$ cat config.mk
export PLATFORM = sky130hd
export DESIGN_NAME = pulse_stretcher_flat
export DESIGN_NICKNAME = d
export VERILOG_FILES = /design/src/rtl/lock_sys_pkg.sv /design/src/rtl/pulse_stretcher_if.sv /design/src/rtl/load_down_counter.sv /design/src/rtl/pulse_stretcher.sv /design/src/flat_wrapper.sv
export SDC_FILE = /design/constraint.sdc
export NUM_CORES = 1
export LEC_CHECK = 0
export ABC_CLOCK_PERIOD_IN_PS = 2100
export CAP_MARGIN = 20
export CORE_MARGIN = 2
export CORE_UTILIZATION = 50
export CTS_CLUSTER_DIAMETER = 200
export DETAILED_ROUTE_END_ITERATION = 12
export PLACE_DENSITY = 0.84
export SETUP_SLACK_MARGIN = 0.5
export SLEW_MARGIN = 5
export SYNTH_ARGS = -nofsm -noshare
export SYNTH_HDL_FRONTEND = slang
export SYNTH_SLANG_ARGS = --single-unit
$ cat constraint.sdc
create_clock -name clk -period 2.1 [get_ports clk]
set_input_delay 0.315 -clock clk [delete_from_list [all_inputs] [get_ports clk]]
set_output_delay 0.315 -clock clk [all_outputs]
set_load 0.02 [all_outputs]
$ cat src/rtl/lock_sys_pkg.sv
// Shared types and width helpers for the lock-system pulse stretcher.
package lock_sys_pkg;

    typedef enum logic [1:0] {
        IDLE = 2'd0,
        HOLD = 2'd1,
        GAP  = 2'd2
    } stretch_state_t;

    // Bits needed to hold values 0..n-1, never less than one bit.
    function automatic int width_of(input int n);
        if (n <= 2) return 1;
        return $clog2(n);
    endfunction

    function automatic int max_int(input int a, input int b);
        return (a > b) ? a : b;
    endfunction

endpackage

$ cat src/rtl/pulse_stretcher_if.sv
// Command/status bundle of the pulse stretcher; master drives requests, slave is the stretcher.
// Handshake: no valid/ready; pulse_in and cancel are sampled on every rising clk edge and all status is registered.
interface pulse_stretcher_if
    import lock_sys_pkg::*;
#(
    parameter int PEND_W = 2
);
    logic              pulse_in;
    logic              cancel;
    logic              out;
    logic              busy;
    logic [PEND_W-1:0] pend_cnt;
    logic              overflow;
    stretch_state_t    state;

    modport master (
        output pulse_in, cancel,
        input  out, busy, pend_cnt, overflow, state
    );

    modport slave (
        input  pulse_in, cancel,
        output out, busy, pend_cnt, overflow, state
    );
endinterface

$ cat src/rtl/load_down_counter.sv
// Loadable down-counter that stops at zero and flags it.
module load_down_counter #(
    parameter int W = 3
) (
    input  logic         clk,
    input  logic         reset,
    input  logic         load,
    input  logic [W-1:0] load_val,
    input  logic         dec,
    output logic [W-1:0] cnt,
    output logic         zero
);
    always_ff @(posedge clk) begin
        if (reset)
            cnt <= '0;
        else if (load)
            cnt <= load_val;
        else if (dec && (cnt != '0))
            cnt <= cnt - 1'b1;
    end

    assign zero = (cnt == '0);
endmodule

$ cat src/rtl/pulse_stretcher.sv
// Stretches single-cycle pulses into HOLD_CYCLES-long levels separated by GAP_CYCLES low cycles.
// Define PULSE_STRETCHER_RETRIGGER_EN to let pulses during HOLD extend the window instead of queueing.
module pulse_stretcher
    import lock_sys_pkg::*;
#(
    parameter int HOLD_CYCLES = 8,
    parameter int GAP_CYCLES  = 2,
    parameter int PEND_MAX    = 3
) (
    input  logic               clk,
    input  logic               reset,
    pulse_stretcher_if.slave   ifc
);
    localparam int CW = width_of(max_int(HOLD_CYCLES, GAP_CYCLES));
    localparam int PW = width_of(PEND_MAX + 1);
    localparam logic [CW-1:0] HOLD_LOAD = CW'(HOLD_CYCLES - 1);
    localparam logic [CW-1:0] GAP_LOAD  = CW'(GAP_CYCLES - 1);
    localparam logic [PW-1:0] PEND_FULL = PW'(PEND_MAX);

    if (HOLD_CYCLES < 1 || GAP_CYCLES < 1 || PEND_MAX < 1) begin : g_bad_params
        $error("pulse_stretcher: HOLD_CYCLES, GAP_CYCLES and PEND_MAX must all be >= 1");
    end

    stretch_state_t state, state_n;
    logic [PW-1:0]  pend, pend_n;
    logic           ovf, ovf_n;
    logic           out_q, busy_q;
    logic           cnt_load, cnt_dec, cnt_zero, enq;
    logic [CW-1:0]  cnt_val, cnt;

    load_down_counter #(.W(CW)) u_cnt (
        .clk      (clk),
        .reset    (reset),
        .load     (cnt_load),
        .load_val (cnt_val),
        .dec      (cnt_dec),
        .cnt      (cnt),
        .zero     (cnt_zero)
    );

    always_ff @(posedge clk) begin
        if (reset) begin
            state  <= IDLE;
            pend   <= '0;
            ovf    <= 1'b0;
            out_q  <= 1'b0;
            busy_q <= 1'b0;
        end else begin
            state  <= state_n;
            pend   <= pend_n;
            ovf    <= ovf_n;
            out_q  <= (state_n == HOLD);
            busy_q <= (state_n != IDLE);
        end
    end

    always_comb begin
        state_n  = state;
        pend_n   = pend;
        ovf_n    = ovf;
        cnt_load = 1'b0;
        cnt_val  = '0;
        cnt_dec  = 1'b0;
        enq      = 1'b0;
        if (ifc.cancel) begin
            // Cancel wins over a simultaneous pulse; GAP keeps its count frozen this cycle.
            pend_n = '0;
            ovf_n  = 1'b0;
            if (state == HOLD) begin
                state_n  = GAP;
                cnt_load = 1'b1;
                cnt_val  = GAP_LOAD;
            end
        end else begin
            case (state)
                IDLE: begin
                    if (ifc.pulse_in) begin
                        state_n  = HOLD;
                        cnt_load = 1'b1;
                        cnt_val  = HOLD_LOAD;
                    end
                end
                HOLD: begin
`ifdef PULSE_STRETCHER_RETRIGGER_EN
                    if (ifc.pulse_in) begin
                        cnt_load = 1'b1;
                        cnt_val  = HOLD_LOAD;
                    end else if (cnt_zero) begin
                        state_n  = GAP;
                        cnt_load = 1'b1;
                        cnt_val  = GAP_LOAD;
                    end else begin
                        cnt_dec = 1'b1;
                    end
`else
                    enq = ifc.pulse_in;
                    if (cnt_zero) begin
                        state_n  = GAP;
                        cnt_load = 1'b1;
                        cnt_val  = GAP_LOAD;
                    end else begin
                        cnt_dec = 1'b1;
                    end
`endif
                end
                GAP: begin
                    if (!cnt_zero) begin
                        cnt_dec = 1'b1;
                        enq     = ifc.pulse_in;
                    end else if ((pend != '0) || ifc.pulse_in) begin
                        // A pulse on the last gap cycle is served directly, so pend only drops without one.
                        state_n  = HOLD;
                        cnt_load = 1'b1;
                        cnt_val  = HOLD_LOAD;
                        if ((pend != '0) && !ifc.pulse_in)
                            pend_n = pend - 1'b1;
                    end else begin
                        state_n = IDLE;
                    end
                end
                default: state_n = IDLE;
            endcase
            if (enq) begin
                if (pend != PEND_FULL)
                    pend_n = pend + 1'b1;
                else
                    ovf_n = 1'b1;
            end
        end
    end

    assign ifc.out      = out_q;
    assign ifc.busy     = busy_q;
    assign ifc.pend_cnt = pend;
    assign ifc.overflow = ovf;
    assign ifc.state    = state;
endmodule

$ cat src/flat_wrapper.sv
// flat-port wrapper written by rule: the top's interface ports become plain ports
module pulse_stretcher_flat import lock_sys_pkg::*;
#(
    parameter int HOLD_CYCLES = 8,
    parameter int GAP_CYCLES  = 2,
    parameter int PEND_MAX    = 3
)
  (clk, reset, ifc_pulse_in, ifc_cancel, ifc_out, ifc_busy, ifc_pend_cnt, ifc_overflow, ifc_state);
  pulse_stretcher_if #(.PEND_W(2)) ifc_i ();
  input  logic clk;
  input  logic reset;
  input wire logic [$bits(ifc_i.pulse_in)-1:0] ifc_pulse_in;
  input wire logic [$bits(ifc_i.cancel)-1:0] ifc_cancel;
  output wire logic [$bits(ifc_i.out)-1:0] ifc_out;
  output wire logic [$bits(ifc_i.busy)-1:0] ifc_busy;
  output wire logic [$bits(ifc_i.pend_cnt)-1:0] ifc_pend_cnt;
  output wire logic [$bits(ifc_i.overflow)-1:0] ifc_overflow;
  output wire logic [$bits(ifc_i.state)-1:0] ifc_state;
  assign ifc_i.pulse_in = ifc_pulse_in;
  assign ifc_i.cancel = ifc_cancel;
  assign ifc_out = ifc_i.out;
  assign ifc_busy = ifc_i.busy;
  assign ifc_pend_cnt = ifc_i.pend_cnt;
  assign ifc_overflow = ifc_i.overflow;
  assign ifc_state = ifc_i.state;
  pulse_stretcher #(.HOLD_CYCLES(HOLD_CYCLES), .GAP_CYCLES(GAP_CYCLES), .PEND_MAX(PEND_MAX)) u_core (.clk(clk), .reset(reset), .ifc(ifc_i));
endmodule
==> flow_metrics.tcl, run 1 <==
set metrics [dict create \
    endpoint_kind "flop" \
    r2r_setup_slack_ns 0.49 \
    cp-start-kind "flop" \
    use_met2_pct 29.4 \
    met3_usage_pct 5.65 \
    r2r_end "u_core.ifc.pend_cnt[0]" \
    grt_pass1_vias 641 \
    crit_type "reg2reg" \
    syn_nets 97 \
    finClkSkew_ns 0.00343 \
    r2r_start "u_core.ifc.state[1]" \
    worst_pin_slew_ns 0.441 \
    yosysSeqAreaShare_pct 27.9 \
    crit_arrival_ns 1.75 \
    viasPerCell 6.06 \
    cpMaxStageDelayCell "dfxtp_4" \
    final_cell_mix "inv_1 (7), clkdlybuf4s50_1 (7), dfxtp_1 (7)" \
    area_growth_pct 33.4 \
    hold_viol 0 \
    worstPathCellList "inv_2, ha_4, o211ai_1, nor3_2, o21ai_1, nor4b_2" \
    relSlewSlack_pct 70.5 \
    fin_nets 112 \
    drv_cap 0 \
    antenna_left 0 \
    totalNegativeSetupSlack_ns 0 \
    grt_max_degree 12 \
    place_hpwl_um 1140 \
    grt_antenna_before_repair 0 \
    synth_ff_type "dfxtp_1" \
    hold_end "u_core.ifc.overflow" \
    p_leak_nw 0.396 \
    cts.sinks 10 \
    ys_seq_elements 10 \
    post-route-util_pct 72.7 \
    tritoncts "built" \
    totalWireLength_um 1610 \
    wl_per_cell_um 14.2 \
    htreeDepth 1 \
    root_buffer "clkbuf_4" \
    crit_path_max_incr_delay_ns 0.39 \
    vias 685 \
    reg2reg_depth 6 \
    drc 0 \
    insertion_delay_ns 0.27 \
    async_flop_share_pct 0 \
    gp_congestion 0.822 \
    syn_area_per_cell_um2 8.55 \
    hold_depth 2 \
    fmax_mhz 621 \
    drive_above_1_share_pct 27.6 \
    die_h_um 41.9 \
    pin_count 11 \
    overflow 0 \
    min_from "u_core.ifc.overflow" \
    use_met1_pct 23.0 \
    initial_core_util_pct 54.5 \
    min_period_ns 1.61 \
    worstHoldPathType "reg2reg" \
    fp.coreArea_um2 1320 \
    peakVddDrop_mv 0.339 \
    netlist_instances 84 \
    numCtsBuffers 3 \
    synth_edf_count 0 \
    busiest_layer "met2" \
    synth.distinct_cells 31 \
    clkTransAtPathRegs_ns 0.07 \
    run_status "finished, final reports clean" \
    clock_path_buffers 2 \
    drt_iter0_markers 22 \
    grt_pass1_wl_um 2570 \
    fin_crit_sh_pct 76.7 \
    die_area_um2 1760 \
    power_density_nw_per_um2 580 \
    drv_slew 0 \
    yosysWarnings 0 \
    dr.pass1.iters 4 \
    row_count 13 \
    syn-cell-area_um2 718 \
    n_antenna_cell 0 \
    path_max_fanout 6 \
    rsz0062_at_grt "true" \
    setup_viol_count_final 0 \
    grt_util_all_layers_pct 19.0 \
    crit_required_ns 2.24 \
    portBuffers 10 \
    die_w_um 41.9 \
]
## cell type report
cell class	instances	area, µm²
sequential	10	209
clock buffer	4	36.3
fill	93	359
timing repair buffer	12	123
inverter	9	33.8
multi-input combinational	63	538
tap	15	18.8
## cells by family (layout without fill, tap and decap cells)
group,count (synthesis),count (layout),synth area share (%)
buf+inv,11,25,6.10
xor+xnor,2,2,2.44
compound gates,23,23,23.2
simple gates,29,29,24.7
flops,10,10,27.9
fa+ha+maj,9,9,15.7
## sequential cells by signal, indices dropped and copies added, names as in the netlist
register and count:
u_core.ifc.state 2, u_core.ifc.overflow 1, u_core.ifc.busy 1, u_core.ifc.pend_cnt 2, u_core.ifc.out 1, u_core.u_cnt.cnt 3
## worst max-delay path by stage
stage	startpoint	endpoint	slack, ns	depth (start not counted)
after global placement	ifc_cancel	u_core.ifc.state[1]	0.38	5
after floorplan	u_core.ifc.state[0]	u_core.ifc.pend_cnt[1]	0.54	6
final	u_core.ifc.state[1]	u_core.ifc.pend_cnt[0]	0.49	6
after CTS	u_core.ifc.state[0]	u_core.ifc.pend_cnt[0]	0.50	6
after detailed placement	ifc_cancel	u_core.u_cnt.cnt[2]	0.33	5
after global routing	u_core.ifc.state[1]	u_core.ifc.pend_cnt[0]	0.38	6
## synthesized netlist by cell type (all sizes together), types with 2 or more instances
cell / instances / area share [%]
nor3b: 2 / 2.8
a21oi: 3 / 2.1
a211o: 2 / 2.4
nor2b: 4 / 3.5
o211ai: 2 / 2.1
a31oi: 3 / 2.6
o22ai: 2 / 1.7
nor2: 4 / 2.1
ha: 9 / 16
nor3: 5 / 4.2
dfxtp: 10 / 28
o21ai: 5 / 3.5
nand2: 5 / 2.6
inv: 9 / 4.7
buf: 2 / 1.4
nand3: 5 / 3.5
## routing by layer
| layer | up-vias | part of all wire (%) |
|---|---|---|
| met1 | 315 | 45 |
| met3 | 8 | 5.5 |
| li1 | 330 | - |
| met2 | 32 | 47 |
| met5 | - | 0 |
| met4 | 0 | 2.3 |
## critical path, delay by kind of cell, from the launching register on
family / cells / cell delay, ns
flops: 1 / 0.39
simple gates: 2 / 0.51
buf+inv: 1 / 0.07
compound gates: 2 / 0.24
fa+ha+maj: 1 / 0.27
## repair_timing
action                     CTS  global route
buffers inserted             1             1
hold buffers                 0             0
pin swaps                    1             3
gates resized for setup      4            17
setup endpoints to repair    2            13
## report_power, final
part	total [mW]	leakage (nW)	switching (mW)	internal, mW
Sequential	0.214	0.0838	0.0115	0.202
Combinational	0.169	0.291	0.0914	0.0776
Clock	0.173	0.0210	0.0677	0.105
Total	0.556	0.396	0.171	0.385
## metrics by stage
stage          setup slack (ns)  power [mW]  hold slack, ns  area (µm²)  cells
6_report                  0.490       0.556           0.564         958    113
5_1_grt                   0.380       0.591           0.620         958    113
4_1_cts                   0.500       0.548           0.559         885    112
3_5_place_dp              0.329       0.369           0.504         831    107
3_3_place_gp              0.379       0.364           0.514         831    107
2_1_floorplan             0.535       0.328           0.530         722     84
Power figures use the tool's default switching activity.
==> run 2, diff against run 1 <==
--- a/config.mk
+++ b/config.mk
@@ -5,13 +5,13 @@
 export SDC_FILE = /design/constraint.sdc
 export NUM_CORES = 1
 export LEC_CHECK = 0
-export ABC_CLOCK_PERIOD_IN_PS = 2100
+export ABC_CLOCK_PERIOD_IN_PS = 1400
 export CAP_MARGIN = 20
 export CORE_MARGIN = 2
-export CORE_UTILIZATION = 50
+export CORE_UTILIZATION = 46
 export CTS_CLUSTER_DIAMETER = 200
 export DETAILED_ROUTE_END_ITERATION = 12
-export PLACE_DENSITY = 0.84
+export PLACE_DENSITY = 0.81
 export SETUP_SLACK_MARGIN = 0.5
 export SLEW_MARGIN = 5
 export SYNTH_ARGS = -nofsm -noshare
==> constraint.sdc (replaced) <==
create_clock -name clk -period 1.4 [get_ports clk]
set_input_delay 0.21 -clock clk [delete_from_list [all_inputs] [get_ports clk]]
set_output_delay 0.21 -clock clk [all_outputs]
set_load 0.02 [all_outputs]
==> flow_metrics.tcl, run 2 (synthesized netlist as in run 1, its figures left out) <==
set metrics [dict create \
    fp.coreArea_um2 1490 \
    numCtsBuffers 3 \
    pin_count 11 \
    grt_antenna_before_repair 0 \
    peakVddDrop_mv 0.543 \
    place_hpwl_um 1400 \
    drive_above_1_share_pct 64.8 \
    min_period_ns 1.73 \
    vias 815 \
    htreeDepth 1 \
    worstHoldPathType "reg2reg" \
    final_cell_mix "buf_4 (19), buf_6 (15), ha_4 (5)" \
    post-place-ws_ns -0.207 \
    drv_slew 0 \
    gp_congestion 0.836 \
    clock_path_buffers 2 \
    swShare_pct 35.1 \
    p_leak_nw 0.508 \
    crit_arrival_ns 1.87 \
    fmax_mhz 578 \
    root_buffer "clkbuf_4" \
    drt_iter0_markers 23 \
    cp-start-kind "flop" \
    drc 0 \
    worst_pin_slew_ns 0.370 \
    endpoint_kind "flop" \
    intPower_mw 0.610 \
    violations "setup timing" \
    fin_crit_sh_pct 123 \
    worst_slack_ns -0.329 \
    seq_power_share_pct 34.4 \
    insertion_delay_ns 0.27 \
    relSlewSlack_pct 75.2 \
    grt_max_degree 10 \
    wl_per_cell_um 18.0 \
    comb_power_share_pct 44.0 \
    overflow 0 \
    die_area_um2 1890 \
    clkTransAtPathRegs_ns 0.08 \
    largest_reg_flops 3 \
    portBuffers 10 \
    drv_cap 0 \
    grt_pass1_wl_um 3880 \
    die_h_um 43.5 \
    die_w_um 43.5 \
    grt_pass1_vias 798 \
    cts_hold_buf 0 \
    path_max_fanout 4 \
    row_count 14 \
    crit_required_ns 1.54 \
    run_status "finished, violations left" \
    dr.pass1.iters 4 \
    grt_util_all_layers_pct 27.7 \
    tritoncts "built" \
    totalWireLength_um 2480 \
    setup_viol_count_final 9 \
    top_register "u_core.u_cnt.cnt" \
    hold_ws_ns 0.643 \
    n_antenna_cell 0 \
    rsz0062_at_grt "true" \
    fin_nets 137 \
    finClkSkew_ns 0.0157 \
    antenna_left 0 \
    viasPerCell 5.91 \
    area_growth_pct 78.2 \
    clockPowerShare_pct 21.6 \
    hold_viol 0 \
    crit_type "reg2reg" \
    p_switching_mw 0.330 \
    initial_core_util_pct 48.2 \
    final_common_cell "buf_4" \
    cts.sinks 10 \
    power_density_nw_per_um2 734 \
]
## run 2: per-stage QoR
| step | power (mW) | TNS (ns) | instances | util (%) | cell area [µm²] |
|---|---|---|---|---|---|
| after floorplan | 0.519 | -0.116 | 84 | - | 807 |
| after global placement | 0.627 | -1.05 | 124 | 69.7 | 1040 |
| after detailed placement | 0.637 | -1.43 | 124 | 69.7 | 1040 |
| after CTS | 0.904 | -0.524 | 135 | 83.1 | 1240 |
| after global routing | 0.990 | -1.84 | 138 | 86.0 | 1280 |
| final | 0.940 | -1.20 | 138 | 86.0 | 1280 |
## run 2: path summary, 6_finish.rpt
check,endpoint,cells past startpoint,slack (ns),start
worst max register to register,u_core.ifc.pend_cnt[0],6,-0.33,u_core.ifc.state[0]
worst min-delay path,u_core.u_cnt.cnt[1],3,0.64,u_core.u_cnt.cnt[1]
worst min register to register,u_core.u_cnt.cnt[1],3,0.64,u_core.u_cnt.cnt[1]
worst max-delay path,u_core.ifc.pend_cnt[0],6,-0.33,u_core.ifc.state[0]
## run 2: power groups by stage
stage	clock network, mW	registers (mW)	logic, mW
2_1_floorplan	0	0.335	0.184
3_3_place_gp	0	0.324	0.302
3_5_place_dp	0	0.326	0.311
4_1_cts	0.203	0.322	0.379
5_1_grt	0.222	0.325	0.442
6_report	0.202	0.324	0.413
## run 2: cell type report
cell class,instances,area [µm²]
clock buffer,3,22.5
fill,80,209
inverter,9,38.8
multi-input combinational,63,637
sequential,10,220
tap,16,20.0
timing repair buffer,37,342
## run 2: routing by layer
layer  vias to the layer above  share of wire (%)  global-route usage, %
li1                        383                  -                      -
met1                       380                 40                   36.1
met2                        40                 50                   47.5
met3                        12                6.3                   2.92
met4                         0                3.8                   9.70
met5                         -                  0                      0
## run 2: what timing repair did
item	CTS	global route
endpoints found under the setup margin	17	17
resized for setup	71	4
setup buffers	8	3
pin swaps	15	5
## run 2: worst max-delay path, cell delays in order, from the launching register on
cell	delay (ns)
dfxtp_4	0.39
inv_4	0.05
ha_4	0.27
o211ai_1	0.16
nor3_2	0.33
nor3_2	0.11
nor4b_2	0.28
==> run 3, diff against run 2 <==
--- a/config.mk
+++ b/config.mk
@@ -5,14 +5,12 @@
 export SDC_FILE = /design/constraint.sdc
 export NUM_CORES = 1
 export LEC_CHECK = 0
-export ABC_CLOCK_PERIOD_IN_PS = 1400
+export ABC_CLOCK_PERIOD_IN_PS = 1700
 export CAP_MARGIN = 20
-export CORE_MARGIN = 2
-export CORE_UTILIZATION = 46
+export CORE_UTILIZATION = 50
 export CTS_CLUSTER_DIAMETER = 200
 export DETAILED_ROUTE_END_ITERATION = 12
-export PLACE_DENSITY = 0.81
-export SETUP_SLACK_MARGIN = 0.5
+export PLACE_DENSITY = 0.84
 export SLEW_MARGIN = 5
 export SYNTH_ARGS = -nofsm -noshare
 export SYNTH_HDL_FRONTEND = slang
==> constraint.sdc (replaced) <==
create_clock -name clk -period 1.7 [get_ports clk]
set_input_delay 0.255 -clock clk [delete_from_list [all_inputs] [get_ports clk]]
set_output_delay 0.255 -clock clk [all_outputs]
set_load 0.02 [all_outputs]
==> flow_metrics.tcl, run 3 (synthesized netlist as in run 1, its figures left out) <==
set metrics [dict create \
    htreeDepth 1 \
    drc 0 \
    viasPerCell 5.96 \
    place_hpwl_um 1210 \
    clock_path_buffers 2 \
    finalInstanceArea_um2 977 \
    top_register "u_core.u_cnt.cnt" \
    totalNegativeSetupSlack_ns 0 \
    postPlaceCellArea_um2 857 \
    run_status "finished, final reports clean" \
    power_density_nw_per_um2 718 \
    grt_pass1_wl_um 2580 \
    hold_depth 2 \
    fp.coreArea_um2 1320 \
    drv_slew 0 \
    stdcell_count 117 \
    fin_crit_sh_pct 95.9 \
    grt_max_degree 9 \
    fmax_mhz 613 \
    area_growth_pct 36.1 \
    fin_nets 116 \
    drv_cap 0 \
    relSlewSlack_pct 77.3 \
    seq_area_um2 209 \
    peakVddDrop_mv 0.445 \
    min_from "u_core.ifc.overflow" \
    tritoncts "built" \
    worstHoldPathType "reg2reg" \
    r2r_setup_slack_ns 0.09 \
    nFillCells 88 \
    final_common_cell "clkdlybuf4s50_1" \
    p_leak_nw 0.366 \
    drive_above_1_share_pct 27.5 \
    setup_viol_count_final 0 \
    cp-start-kind "flop" \
    numCtsBuffers 3 \
    hold_viol 0 \
    final_cell_mix "clkdlybuf4s50_1 (10), inv_1 (7), dfxtp_1 (7)" \
    pin_count 11 \
    multiInputGateArea_um2 532 \
    grt_antenna_before_repair 0 \
    r2r_end "u_core.ifc.busy" \
    totalWireLength_um 1690 \
    die_w_um 39.9 \
    grt_pass1_vias 611 \
    dr.pass1.iters 4 \
    clkTransAtPathRegs_ns 0.07 \
    finClkSkew_ns 0.000405 \
    portBuffers 10 \
    root_buffer "clkbuf_4" \
    path_max_fanout 4 \
    endpoint_kind "output pin" \
    crit_type "reg2out" \
    grt_util_all_layers_pct 24.1 \
    n_antenna_cell 0 \
    die_area_um2 1590 \
    die_h_um 39.9 \
    row_count 13 \
    insertion_delay_ns 0.27 \
    drt_iter0_markers 31 \
    wl_per_cell_um 14.4 \
    largest_reg_flops 3 \
    hold_ws_ns 0.524 \
    overflow 0 \
    reg2reg_depth 6 \
    dp_cells 111 \
    post-place-ws_ns 0.0305 \
    initial_core_util_pct 54.5 \
    worst_slack_ns 0.0694 \
    gp_congestion 0.794 \
    r2r_start "u_core.ifc.state[0]" \
    vias 697 \
    crit_required_ns 1.44 \
    antenna_left 0 \
    min_period_ns 1.63 \
    cts.sinks 10 \
    crit_arrival_ns 1.38 \
    hold_end "u_core.ifc.overflow" \
    worst_pin_slew_ns 0.338 \
]
-- run 3: layout make-up --
class / count / share of cell area, %
clock buffers: 4 / 3.71
inverters: 9 / 3.71
multi-input cells: 63 / 54.4
flip-flops and latches: 10 / 21.4
well taps: 15 / 1.92
repair buffers: 16 / 14.9
-- run 3: what timing repair did --
action                     4_1_cts  5_1_grt
setup endpoints to repair        0        6
buffers inserted                 0        2
hold buffers                     0        0
hold endpoints to repair         0        0
resized for setup                0       20
-- run 3: where the power goes --
group          switching [mW]  internal, mW  total, mW
registers              0.0141         0.250      0.264
logic                   0.117         0.103      0.220
clock network          0.0874         0.130      0.217
total                   0.219         0.483      0.702
-- run 3: worst max-delay path by stage --
| stage | to | slack (ns) | from |
|---|---|---|---|
| after CTS | u_core.ifc.pend_cnt[1] | 0.03 | u_core.ifc.state[1] |
| final | ifc_state[0] | 0.07 | u_core.ifc.state[0] |
| after detailed placement | u_core.ifc.pend_cnt[1] | 0.03 | ifc_pulse_in |
| after floorplan | u_core.ifc.pend_cnt[1] | 0.02 | u_core.ifc.state[0] |
| after global placement | u_core.ifc.out | 0.02 | ifc_pulse_in |
| after global routing | u_core.ifc.pend_cnt[1] | -0.009 | u_core.ifc.state[0] |
-- run 3: metal layers --
layer  routed length (µm)  global-route usage [%]  part of all wire [%]  up-vias
met1                  769                    33.7                    46      332
li1                     -                       -                     -      337
met5                    0                       0                     0        -
met4                   27                    12.9                   1.6        0
met2                  817                    36.3                    48       24
met3                   76                    1.70                   4.5        4
-- run 3: critical path, stage by stage (launching register included) --
cell	delay [ns]
dfxtp_4	0.39
buf_4	0.13
clkdlybuf4s50_1	0.59
-- run 3: stage by stage --
stage	utilization [%]	power, mW
2_1_floorplan	-	0.404
3_3_place_gp	65.1	0.456
3_5_place_dp	65.1	0.463
4_1_cts	67.8	0.683
5_1_grt	74.2	0.740
6_report	74.2	0.702
